## src/rtl/pc_sequencer.sv

```systemverilog
// rtl/pc_sequencer.sv - program counter sequencer with fetch/execute FSM
// Tracks the PC, issues fetches, resolves branches/jumps and counts retirements.
module pc_sequencer #(
  parameter logic [31:0] RESET_PC = 32'h0000_0000
) (
  input  logic        clk_i,
  input  logic        rst_i,
  input  logic        stall_i,
  input  logic        branch_eq_i,
  input  logic        branch_ne_i,
  input  logic        zero_i,
  input  logic [31:0] offset_i,
  input  logic        jump_i,
  input  logic [31:0] jump_target_i,
  input  logic        imem_ack_i,
  output logic        imem_req_o,
  output logic [31:0] imem_addr_o,
  output logic [31:0] pc_o,
  output logic [31:0] pc_plus4_o,
  output logic        fetch_valid_o,
  output logic        redirect_o,
  output logic        misalign_o,
  output logic [31:0] retired_o
);

  typedef enum logic [1:0] {
    IDLE  = 2'd0,
    FETCH = 2'd1,
    EXEC  = 2'd2,
    TRAP  = 2'd3
  } state_t;

  state_t      state_q, state_d;
  logic [31:0] pc_q, pc_d;
  logic [31:0] retired_q, retired_d;
  logic        redirect_q, redirect_d;
  logic        misalign_q, misalign_d;

  logic        branch_taken;
  logic [31:0] branch_target;
  logic [31:0] next_pc;
  logic        next_is_redirect;

  assign pc_plus4_o    = pc_q + 32'd4;
  assign branch_taken  = (branch_eq_i & zero_i) | (branch_ne_i & ~zero_i);
  assign branch_target = pc_plus4_o + {offset_i[30:0], 1'b0};

  always_comb begin
    next_pc          = pc_plus4_o;
    next_is_redirect = 1'b0;
    if (jump_i) begin
      next_pc          = jump_target_i;
      next_is_redirect = 1'b1;
    end else if (branch_taken) begin
      next_pc          = branch_target;
      next_is_redirect = 1'b1;
    end
  end

  always_comb begin
    state_d    = state_q;
    pc_d       = pc_q;
    retired_d  = retired_q;
    redirect_d = 1'b0;
    misalign_d = misalign_q;
    unique case (state_q)
      IDLE:  state_d = FETCH;
      FETCH: if (imem_ack_i) state_d = EXEC;
      EXEC: begin
        // Control inputs only matter on the cycle the instruction completes.
        if (!stall_i) begin
          pc_d       = next_pc;
          retired_d  = retired_q + 32'd1;
          redirect_d = next_is_redirect;
          if (next_pc[1:0] != 2'b00) begin
            misalign_d = 1'b1;
            state_d    = TRAP;
          end else begin
            state_d = FETCH;
          end
        end
      end
      TRAP:  state_d = TRAP;
      default: state_d = IDLE;
    endcase
  end

  always_ff @(posedge clk_i) begin
    if (rst_i) begin
      state_q    <= IDLE;
      pc_q       <= RESET_PC;
      retired_q  <= 32'd0;
      redirect_q <= 1'b0;
      misalign_q <= 1'b0;
    end else begin
      state_q    <= state_d;
      pc_q       <= pc_d;
      retired_q  <= retired_d;
      redirect_q <= redirect_d;
      misalign_q <= misalign_d;
    end
  end

  assign imem_req_o    = (state_q == FETCH);
  assign fetch_valid_o = (state_q == EXEC);
  assign imem_addr_o   = pc_q;
  assign pc_o          = pc_q;
  assign redirect_o    = redirect_q;
  assign misalign_o    = misalign_q;
  assign retired_o     = retired_q;

endmodule

```

## config.mk

```make
export PLATFORM = sky130hd
export DESIGN_NAME = pc_sequencer
export DESIGN_NICKNAME = d
export VERILOG_FILES = /design/src/rtl/pc_sequencer.sv
export SDC_FILE = /design/constraint.sdc
export NUM_CORES = 1
export LEC_CHECK = 0
export CORE_MARGIN = 2
export CORE_UTILIZATION = 50
export DETAILED_ROUTE_END_ITERATION = 8
export HOLD_SLACK_MARGIN = 0.08
export PLACE_DENSITY = 0.87
export SYNTH_ARGS = -nofsm -noshare
export SYNTH_HDL_FRONTEND = slang
export SYNTH_SLANG_ARGS = --single-unit
export TNS_END_PERCENT = 1
```

## constraint.sdc

```tcl
create_clock -name clk_i -period 5.5 [get_ports clk_i]
set_input_delay 0.825 -clock clk_i [delete_from_list [all_inputs] [get_ports clk_i]]
set_output_delay 0.825 -clock clk_i [all_outputs]
set_load 0.005 [all_outputs]
```

==> results.json, run 1 <==
{
  "cp-end-kind": "flop",
  "setup_slack_ps": 1280,
  "ant_nets": 0,
  "clock_sinks": 68,
  "crit_type": "reg2reg",
  "fillerInstances": 907,
  "seqCellArea_mm2": 0.00136,
  "synth_area_mm2": 0.00562,
  "status": "finished, final reports clean",
  "worstSetupStartpointType": "flop",
  "slowest_stage": "nor4_2",
  "cpPeakStageDelay_ps": 600,
  "drt-initial-drc-count": 448,
  "critPathRequiredTime_ps": 5710,
  "synth_cells": 738,
  "cp_top_family": "simple AND/OR/NAND/NOR gates",
  "ys_ff_latch": 68,
  "path_clk_slew_ps": 80,
  "io-pin-count": 204,
  "synth_edf_count": 0,
  "worst_pin_slew_ps": 1090,
  "dieArea_mm2": 0.0121,
  "slew_headroom": 0.271,
  "synthFlopType": "dfxtp_1",
  "initial_core_util": 0.516,
  "routed_wl_um": 18100,
  "yosysWarnings": 0,
  "setup_viol": 0,
  "vias": 6116,
  "dp_hpwl_um": 13300,
  "ctsRootBufferMaster": "clkbuf_8",
  "crit_chain": "ha_1 > nand4_1 > nor4_2 > nand3_1 > nor2_1 > xor2_1 > ha_1 > nand3_1 > nor2_1 > a21boi_0 > nor2_1 > xnor2_1 > a222oi_1 > a211oi_1",
  "drc": 0,
  "max_freq_mhz": 237,
  "final_nets": 1002,
  "min_period_over_period": 0.767,
  "antenna_cells": 0,
  "wl_per_cell_um": 17.5,
  "grt_usage": 0.297,
  "final_area_mm2": 0.00771,
  "avgViaCountPerCell": 5.91,
  "grt_pass1_vias": 5539,
  "p_leak_nw": 2.98,
  "power.density_mw_per_mm2": 169,
  "dp_slack_ps": 1410,
  "critPathBufInv": 0,
  "drive_gt1_frac": 0.0436,
  "setup_tns_ps": 0,
  "grt_pass1_wl_um": 27900,
  "htreeDepth": 3,
  "synthToLayoutAreaGrowth_pct": 37.2,
  "min_path_type": "reg2reg",
  "grt_max_degree": 47,
  "cp_common_cell": "nor2_1",
  "clockBufferDepth": 2,
  "cp_max_fo": 11,
  "ctsHoldBuffers": 0,
  "portBuffers": 202,
  "numCtsBuffers": 9,
  "hp-start": "misalign_o",
  "synth_cell_types": 64,
  "die_w_um": 110,
  "synth_area_per_cell_um2": 7.61,
  "ys_async_sr_fraction": 0,
  "rr_startpoint": "imem_addr_o[2]",
  "multi_input_area_mm2": 0.00385,
  "vdd_drop_max_mv": 0.124,
  "maxSlewViolCount": 0,
  "fin_cells": 1035,
  "final.setup_skew_ps": 8.93,
  "postCtsSetupBuffers": 0,
  "cts_resized": 0,
  "place_area_mm2": 0.00748,
  "antenna_found_initial": 0,
  "synth_seq_area_share": 0.242,
  "clkLatencyLatePin_ps": 350,
  "drt-pass1-iter-count": 5,
  "min_period_ps": 4220,
  "grt_overflow_total": 0,
  "max_cap_violations": 0,
  "num_rows": 38,
  "core-area_mm2": 0.0109,
  "hold_violations": 0,
  "rsz0062_at_grt": "no",
  "cp.arrival_ps": 4430,
  "cts_tree": "built",
  "dieHeight_um": 110,
  "dp_cells": 1019,
  "startpoint": "imem_addr_o[2]",
  "gp_congestion": 0.928,
  "syn_nets": 850
}
## metrics by stage
stage | total power (W) | util | hold slack, ps
6_report | 0.00130 | 0.708 | 479
5_1_grt | 0.00136 | 0.708 | 514
4_1_cts | 0.00130 | 0.708 | 487
3_5_place_dp | 0.000810 | 0.687 | 468
3_3_place_gp | 0.000808 | 0.687 | 448
2_1_floorplan | 0.000682 | - | 460
## state kept, by name, summed over array words and instances (netlist names)
signal       flops
imem_addr_o     32
misalign_o       1
redirect_o       1
retired_o       32
state_q          2
## cell families after synthesis
kind of cell,after synthesis,share of synthesized area
AND/OR/NAND/NOR,273,0.235
AO/OA/AOI/OAI,198,0.228
buffers and inverters,77,0.0750
XOR/XNOR,76,0.118
flip-flops,68,0.242
adder cells (fa/ha/maj),40,0.0904
multiplexers,6,0.0109
## cell usage in the layout, fill, tap and decap left out, types with 3 or more instances in the layout
| master | synthesis | final |
|---|---|---|
| o31ai_1 | 4 | 4 |
| o21bai_1 | 4 | 4 |
| a21oi_1 | 58 | 58 |
| nand2_1 | 87 | 87 |
| o21ai_0 | 43 | 43 |
| a21o_1 | 21 | 21 |
| dfxtp_1 | 68 | 68 |
| nor3_1 | 6 | 6 |
| and4_1 | 9 | 9 |
| clkbuf_8 | 0 | 10 |
| nor2b_1 | 5 | 5 |
| a211oi_1 | 10 | 10 |
| a31oi_1 | 8 | 8 |
| nand3_1 | 37 | 37 |
| a311oi_1 | 7 | 7 |
| buf_4 | 35 | 5 |
| nor2_1 | 72 | 72 |
| xnor2_1 | 38 | 38 |
| mux2i_1 | 5 | 4 |
| clkdlybuf4s50_1 | 0 | 201 |
| o21a_1 | 3 | 3 |
| or3_1 | 7 | 7 |
| ha_1 | 39 | 39 |
| inv_1 | 10 | 10 |
| nand4_1 | 19 | 19 |
| o211ai_1 | 15 | 15 |
| and3_1 | 14 | 14 |
| xor2_1 | 38 | 38 |
## report_power, final
part / switching, W / internal [W]
clock network: 0.000225 / 0.000273
registers: 0.0000151 / 0.000500
logic: 0.000142 / 0.000146
## cells in the mapped netlist (3+ instances only)
cell type	instances	area, um^2
nand2_1	87	327
nor2_1	72	270
dfxtp_1	68	1360
a21oi_1	58	290
o21ai_0	43	215
ha_1	39	488
xnor2_1	38	333
xor2_1	38	333
nand3_1	37	185
buf_4	35	263
clkbuf_1	27	101
a21o_1	21	158
nand4_1	19	119
o211ai_1	15	113
and3_1	14	87.6
a211oi_1	10	75.1
inv_1	10	37.5
and4_1	9	78.8
a31oi_1	8	50.1
a311oi_1	7	61.3
or3_1	7	43.8
nor3_1	6	30.0
mux2i_1	5	50.1
nor2b_1	5	31.3
o21bai_1	4	30.0
o31ai_1	4	30.0
buf_1	3	11.3
o21a_1	3	22.5
## per-layer routing
metal	routed length, um	track usage
met3	1630	0.0617
met1	7660	0.391
met2	8530	0.489
met4	301	0.0841
met5	0	0
## cell type report
| class | instances | area share |
|---|---|---|
| Inverter | 11 | 0.00535 |
| Clock buffer | 10 | 0.0178 |
| Multi-Input combinational cell | 593 | 0.499 |
| Tap cell | 140 | 0.0227 |
| Clock inverter | 6 | 0.0123 |
| Sequential cell | 68 | 0.177 |
| Timing Repair Buffer | 207 | 0.266 |
## final timing paths
check / to / slack (ps) / cells after the start
setup / recovery: imem_addr_o[27] / 1280 / 14
hold / removal: misalign_o / 480 / 2
setup reg to reg: imem_addr_o[27] / 1280 / 14
hold reg to reg: misalign_o / 480 / 2
## worst reg2reg max path, stage by stage (launching register included)
cell and delay (ps):
dfxtp_1 490, ha_1 270, nand4_1 180, nor4_2 600
nand3_1 320, nor2_1 200, xor2_1 320, ha_1 380
nand3_1 140, nor2_1 160, a21boi_0 370, nor2_1 130
xnor2_1 150, a222oi_1 270, a211oi_1 120
No activity file was read; power rests on OpenSTA's default activity.
==> run 2: changes to the inputs <==
- CORE_UTILIZATION: 50 -> 42
- PLACE_DENSITY: 0.87 -> 0.78
- clock period: 5.5 -> 3.5 ns (I/O delays scaled with it)
==> run 2 against run 1 <==
  * Sequential cell count unchanged
  * Non-clock buffer count is 69 higher
  * Via count grew 2.1%
  * Worst hold slack worse by 3.3 ps
  * Highest routed layer unchanged
  * Critical endpoint unchanged
==> results.json, run 2 (synthesis gave the netlist of run 1 again) <==
{
  "status": "finished, final reports clean",
  "drc": 0,
  "io-pin-count": 204,
  "drt-pass1-iter-count": 5,
  "power.density_mw_per_mm2": 259,
  "p_leak_nw": 3.40,
  "grt_usage": 0.266,
  "fin_cells": 1140,
  "rr_worst_depth": 15,
  "power_frac_seq": 0.368,
  "drt-initial-drc-count": 364,
  "hp-start": "misalign_o",
  "slew_headroom": 0.566,
  "cp.arrival_ps": 3500,
  "antenna_cells": 0,
  "portBuffers": 202,
  "grt_max_degree": 51,
  "cts_resized": 0,
  "initial_core_util": 0.428,
  "final.setup_skew_ps": 10.1,
  "clock_sinks": 68,
  "avgViaCountPerCell": 5.48,
  "vdd_drop_max_mv": 0.250,
  "ff2ff_setup_slack_ps": 190,
  "fillerInstances": 1158,
  "vias": 6246,
  "grt_pass1_vias": 6084,
  "worstSetupStartpointType": "flop",
  "critPathRequiredTime_ps": 3690,
  "dp_cells": 1124,
  "cp_top_family": "simple AND/OR/NAND/NOR gates",
  "path_clk_slew_ps": 60,
  "routed_wl_um": 19300,
  "dieArea_mm2": 0.0143,
  "numCtsBuffers": 9,
  "num_rows": 42,
  "cpPeakStageDelay_ps": 340,
  "cts_tree": "built",
  "max_cap_violations": 0,
  "ctsHoldBuffers": 0,
  "crit_type": "reg2reg",
  "setup_viol": 0,
  "drive_gt1_frac": 0.131,
  "crit_chain": "ha_2 > nand4_1 > nor4_2 > buf_4 > nand4_1 > xnor2_2 > ha_1 > nand4_1 > nor2_1 > o2111ai_2 > a21boi_2 > nor2_2 > xnor2_1 > a222oi_1 > a211oi_1",
  "min_path_cells": 2,
  "final_util": 0.641,
  "rsz0062_at_grt": "yes",
  "startpoint": "imem_addr_o[2]",
  "timing.hold.ws_ps": 476,
  "switching_share": 0.297,
  "final_cell_mix": "clkdlybuf4s50_1 (201), nand2_1 (86), buf_4 (74), nor2_1 (70), dfxtp_1 (68)",
  "worst_pin_slew_ps": 648,
  "total_power_w": 0.00218,
  "switchingPower_w": 0.000647,
  "seqCellArea_mm2": 0.00136,
  "pwr-share-clk": 0.398,
  "rr_startpoint": "imem_addr_o[2]",
  "final_area_mm2": 0.00842,
  "dp_hpwl_um": 14500,
  "r2r_end": "imem_addr_o[27]",
  "clkLatencyLatePin_ps": 340,
  "final_nets": 1071,
  "multi_input_area_mm2": 0.00395,
  "synthToLayoutAreaGrowth_pct": 49.9,
  "holdPathEnd": "misalign_o",
  "cp_common_cell": "nand4_1",
  "slowest_stage": "dfxtp_1",
  "grt_overflow_total": 0,
  "dieHeight_um": 120,
  "maxSlewViolCount": 0,
  "gp_congestion": 0.954,
  "wl_per_cell_um": 16.9,
  "die_w_um": 120,
  "max_freq_mhz": 302,
  "min_period_ps": 3310,
  "ant_nets": 0,
  "hold_violations": 0,
  "min_path_type": "reg2reg",
  "clockBufferDepth": 2,
  "cp-end-kind": "flop",
  "cp_max_fo": 5,
  "core-area_mm2": 0.0131,
  "antenna_found_initial": 0,
  "final_common_cell": "clkdlybuf4s50_1",
  "grt_pass1_wl_um": 30500,
  "place_area_mm2": 0.00804,
  "postCtsSetupBuffers": 0,
  "htreeDepth": 3,
  "critPathBufInv": 1,
  "ctsRootBufferMaster": "clkbuf_16",
  "min_period_over_period": 0.945,
  "power.internal_w": 0.00153,
  "comb_power_share": 0.234
}
## run 2: layout make-up
class | instances | share of cell area
inverter | 11 | 0.00490
clock inverter | 7 | 0.00624
timing repair buffer | 276 | 0.305
clock buffer | 9 | 0.0267
multi-input combinational | 593 | 0.469
tap | 176 | 0.0262
sequential | 68 | 0.162
## run 2: per-stage QoR
stage / worst slack, ps / TNS [ps]
5_1_grt: -64.7 / -106
6_report: 194 / 0
3_3_place_gp: 58.1 / 0
2_1_floorplan: 91.1 / 0
3_5_place_dp: 42.9 / 0
4_1_cts: 48.9 / 0
## run 2: worst min-delay path: cells and delay by family (launching register included)
kind	cells	cell delay [ps]
AND/OR/NAND/NOR	1	70
flip-flops	1	330
AO/OA/AOI/OAI	1	40
## run 2: routing by layer
metal | track usage | wire (um) | vias to the layer above | share of wire
li1 | - | - | 3062 | -
met3 | 0.0428 | 1220 | 41 | 0.063
met4 | 0.118 | 561 | 0 | 0.029
met1 | 0.326 | 7990 | 2893 | 0.41
met2 | 0.457 | 9490 | 250 | 0.49
met5 | 0 | 0 | - | 0
## run 2: worst max path at each step
stage | end | slack, ps | cells after the start
floorplan | imem_addr_o[27] | 90 | 16
global placement | imem_addr_o[25] | 60 | 12
detailed placement | imem_addr_o[25] | 40 | 12
CTS | imem_addr_o[29] | 50 | 16
global route | imem_addr_o[27] | -60 | 15
finish | imem_addr_o[27] | 190 | 15
## run 2: power groups by stage
stage,sequential [W],clock [W],combinational [W]
floorplan,0.000822,0,0.000250
global placement,0.000819,0,0.000493
CTS,0.000802,0.000881,0.000499
finish,0.000803,0.000868,0.000511
detailed placement,0.000820,0,0.000496
global route,0.000804,0.000914,0.000556
==> run 3: changes to the inputs <==
- ABC_AREA: default -> 0
- REMOVE_ABC_BUFFERS: default -> 1
==> run 3 against run 2 <==
  * Highest routed layer unchanged
  * Sequential power about the same
  * Clock skew is 4.4 ps lower
  * Critical endpoint is now imem_addr_o[24]
  * Fmax is 2.4% lower
  * Count of clock-buffer cells in the layout stayed put
==> results.json, run 3 (synthesis gave the netlist of run 1 again) <==
{
  "synthToLayoutAreaGrowth_pct": 49.7,
  "worst_pin_slew_ps": 733,
  "drt-pass1-iter-count": 5,
  "vdd_drop_max_mv": 0.269,
  "dieHeight_um": 120,
  "vias": 6335,
  "switching_share": 0.288,
  "slowest_stage": "a221oi_2",
  "drive_gt1_frac": 0.126,
  "timing.hold.ws_ps": 488,
  "portBuffers": 202,
  "avgViaCountPerCell": 5.58,
  "fin_cells": 1136,
  "setup_viol": 0,
  "grt_overflow_total": 0,
  "numCtsBuffers": 9,
  "min_period_ps": 3390,
  "pwr-share-clk": 0.420,
  "grt_pass1_vias": 5970,
  "ctsRootBufferMaster": "clkbuf_16",
  "max_freq_mhz": 295,
  "status": "finished, final reports clean",
  "htreeDepth": 3,
  "seqCellArea_mm2": 0.00136,
  "cp.arrival_ps": 3570,
  "hold_violations": 0,
  "io-pin-count": 204,
  "grt_usage": 0.261,
  "dp_cells": 1119,
  "crit_chain": "buf_4 > nand2_1 > nor2_1 > and3_1 > xor2_2 > ha_4 > a21o_1 > a21o_1 > a21oi_1 > o41ai_2 > a221oi_2 > o21ai_2 > a311oi_2 > a41o_1 > a211oi_1",
  "p_leak_nw": 3.38,
  "initial_core_util": 0.428,
  "cp_top_family": "compound AO/OA/AOI/OAI gates",
  "final.setup_skew_ps": 5.68,
  "final_common_cell": "clkdlybuf4s50_1",
  "cts_tree": "built",
  "switchingPower_w": 0.000651,
  "clock_sinks": 68,
  "clkLatencyLatePin_ps": 330,
  "gp_congestion": 0.921,
  "multi_input_area_mm2": 0.00394,
  "min_period_over_period": 0.967,
  "grt_max_degree": 34,
  "fillerInstances": 1116,
  "final_nets": 1067,
  "power.density_mw_per_mm2": 269,
  "max_cap_violations": 0,
  "worstSetupStartpointType": "flop",
  "antenna_cells": 0,
  "cpPeakStageDelay_ps": 370,
  "drc": 0,
  "die_w_um": 120,
  "clockBufferDepth": 2,
  "path_clk_slew_ps": 60,
  "rsz0062_at_grt": "yes",
  "dp_hpwl_um": 14300,
  "power_frac_seq": 0.355,
  "cp_common_cell": "a21o_1",
  "crit_type": "reg2reg",
  "drt-initial-drc-count": 457,
  "grt_pass1_wl_um": 29900,
  "antenna_found_initial": 0,
  "comb_power_share": 0.225,
  "slew_headroom": 0.509,
  "num_rows": 42,
  "critPathRequiredTime_ps": 3680,
  "cp_max_fo": 7,
  "ant_nets": 0,
  "maxSlewViolCount": 0,
  "power.internal_w": 0.00161,
  "dieArea_mm2": 0.0143,
  "wl_per_cell_um": 17.0,
  "core-area_mm2": 0.0131,
  "critPathBufInv": 1,
  "cp-end-kind": "flop",
  "final_cell_mix": "clkdlybuf4s50_1 (201), nand2_1 (87), nor2_1 (71), buf_4 (70), dfxtp_1 (67)",
  "min_path_type": "reg2reg",
  "routed_wl_um": 19300
}
-- run 3: routing by layer --
metal / track usage / part of all wire / vias up
li1: - / - / 3054
met1: 0.333 / 0.43 / 2938
met2: 0.440 / 0.47 / 301
met3: 0.0437 / 0.075 / 42
met4: 0.102 / 0.028 / 0
met5: 0 / 0 / -
-- run 3: what timing repair did --
action	CTS	global route
setup endpoints to repair	2	18
resized for setup	2	20
cloned	0	0
pin swaps	0	10
setup buffers	0	1
hold buffers	0	0
-- run 3: worst paths after layout --
kind / end / slack [ps] / from / depth (start not counted)
worst max register to register: imem_addr_o[24] / 110 / imem_addr_o[2] / 15
worst min register to register: retired_o[1] / 490 / retired_o[1] / 2
worst min-delay path: retired_o[1] / 490 / retired_o[1] / 2
worst max-delay path: imem_addr_o[24] / 110 / imem_addr_o[2] / 15
-- run 3: per-stage QoR --
stage / utilization / power [W] / cell area [um^2] / TNS, ps / setup slack (ps)
after floorplan: - / 0.00104 / 5240 / 0 / 110
after global placement: 0.609 / 0.00131 / 8000 / 0 / 91.0
after detailed placement: 0.609 / 0.00131 / 8000 / 0 / 47.0
after CTS: 0.634 / 0.00226 / 8330 / 0 / 33.4
after global routing: 0.640 / 0.00234 / 8410 / -145 / -57.6
final: 0.640 / 0.00226 / 8410 / 0 / 114
-- run 3: area by class of cell --
class,instances,area share
clock buffer,9,0.0268
tap,176,0.0262
timing repair buffer,272,0.302
clock inverter,7,0.00967
multi-input combinational,593,0.468
sequential,68,0.162
inverter,11,0.00491
-- run 3: worst register-to-register path: stages, from the launching register on --
cell	delay, ps
dfxtp_1	340
buf_4	160
nand2_1	100
nor2_1	170
and3_1	220
xor2_2	260
ha_4	270
a21o_1	170
a21o_1	190
a21oi_1	180
o41ai_2	130
a221oi_2	370
o21ai_2	160
a311oi_2	310
a41o_1	150
a211oi_1	70
-- run 3: power by group through the flow --
stage / registers [W] / clock network (W) / logic, W
6_report: 0.000803 / 0.000950 / 0.000510
4_1_cts: 0.000802 / 0.000962 / 0.000499
3_5_place_dp: 0.000820 / 0 / 0.000492
2_1_floorplan: 0.000823 / 0 / 0.000217
3_3_place_gp: 0.000819 / 0 / 0.000489
5_1_grt: 0.000805 / 0.000991 / 0.000550
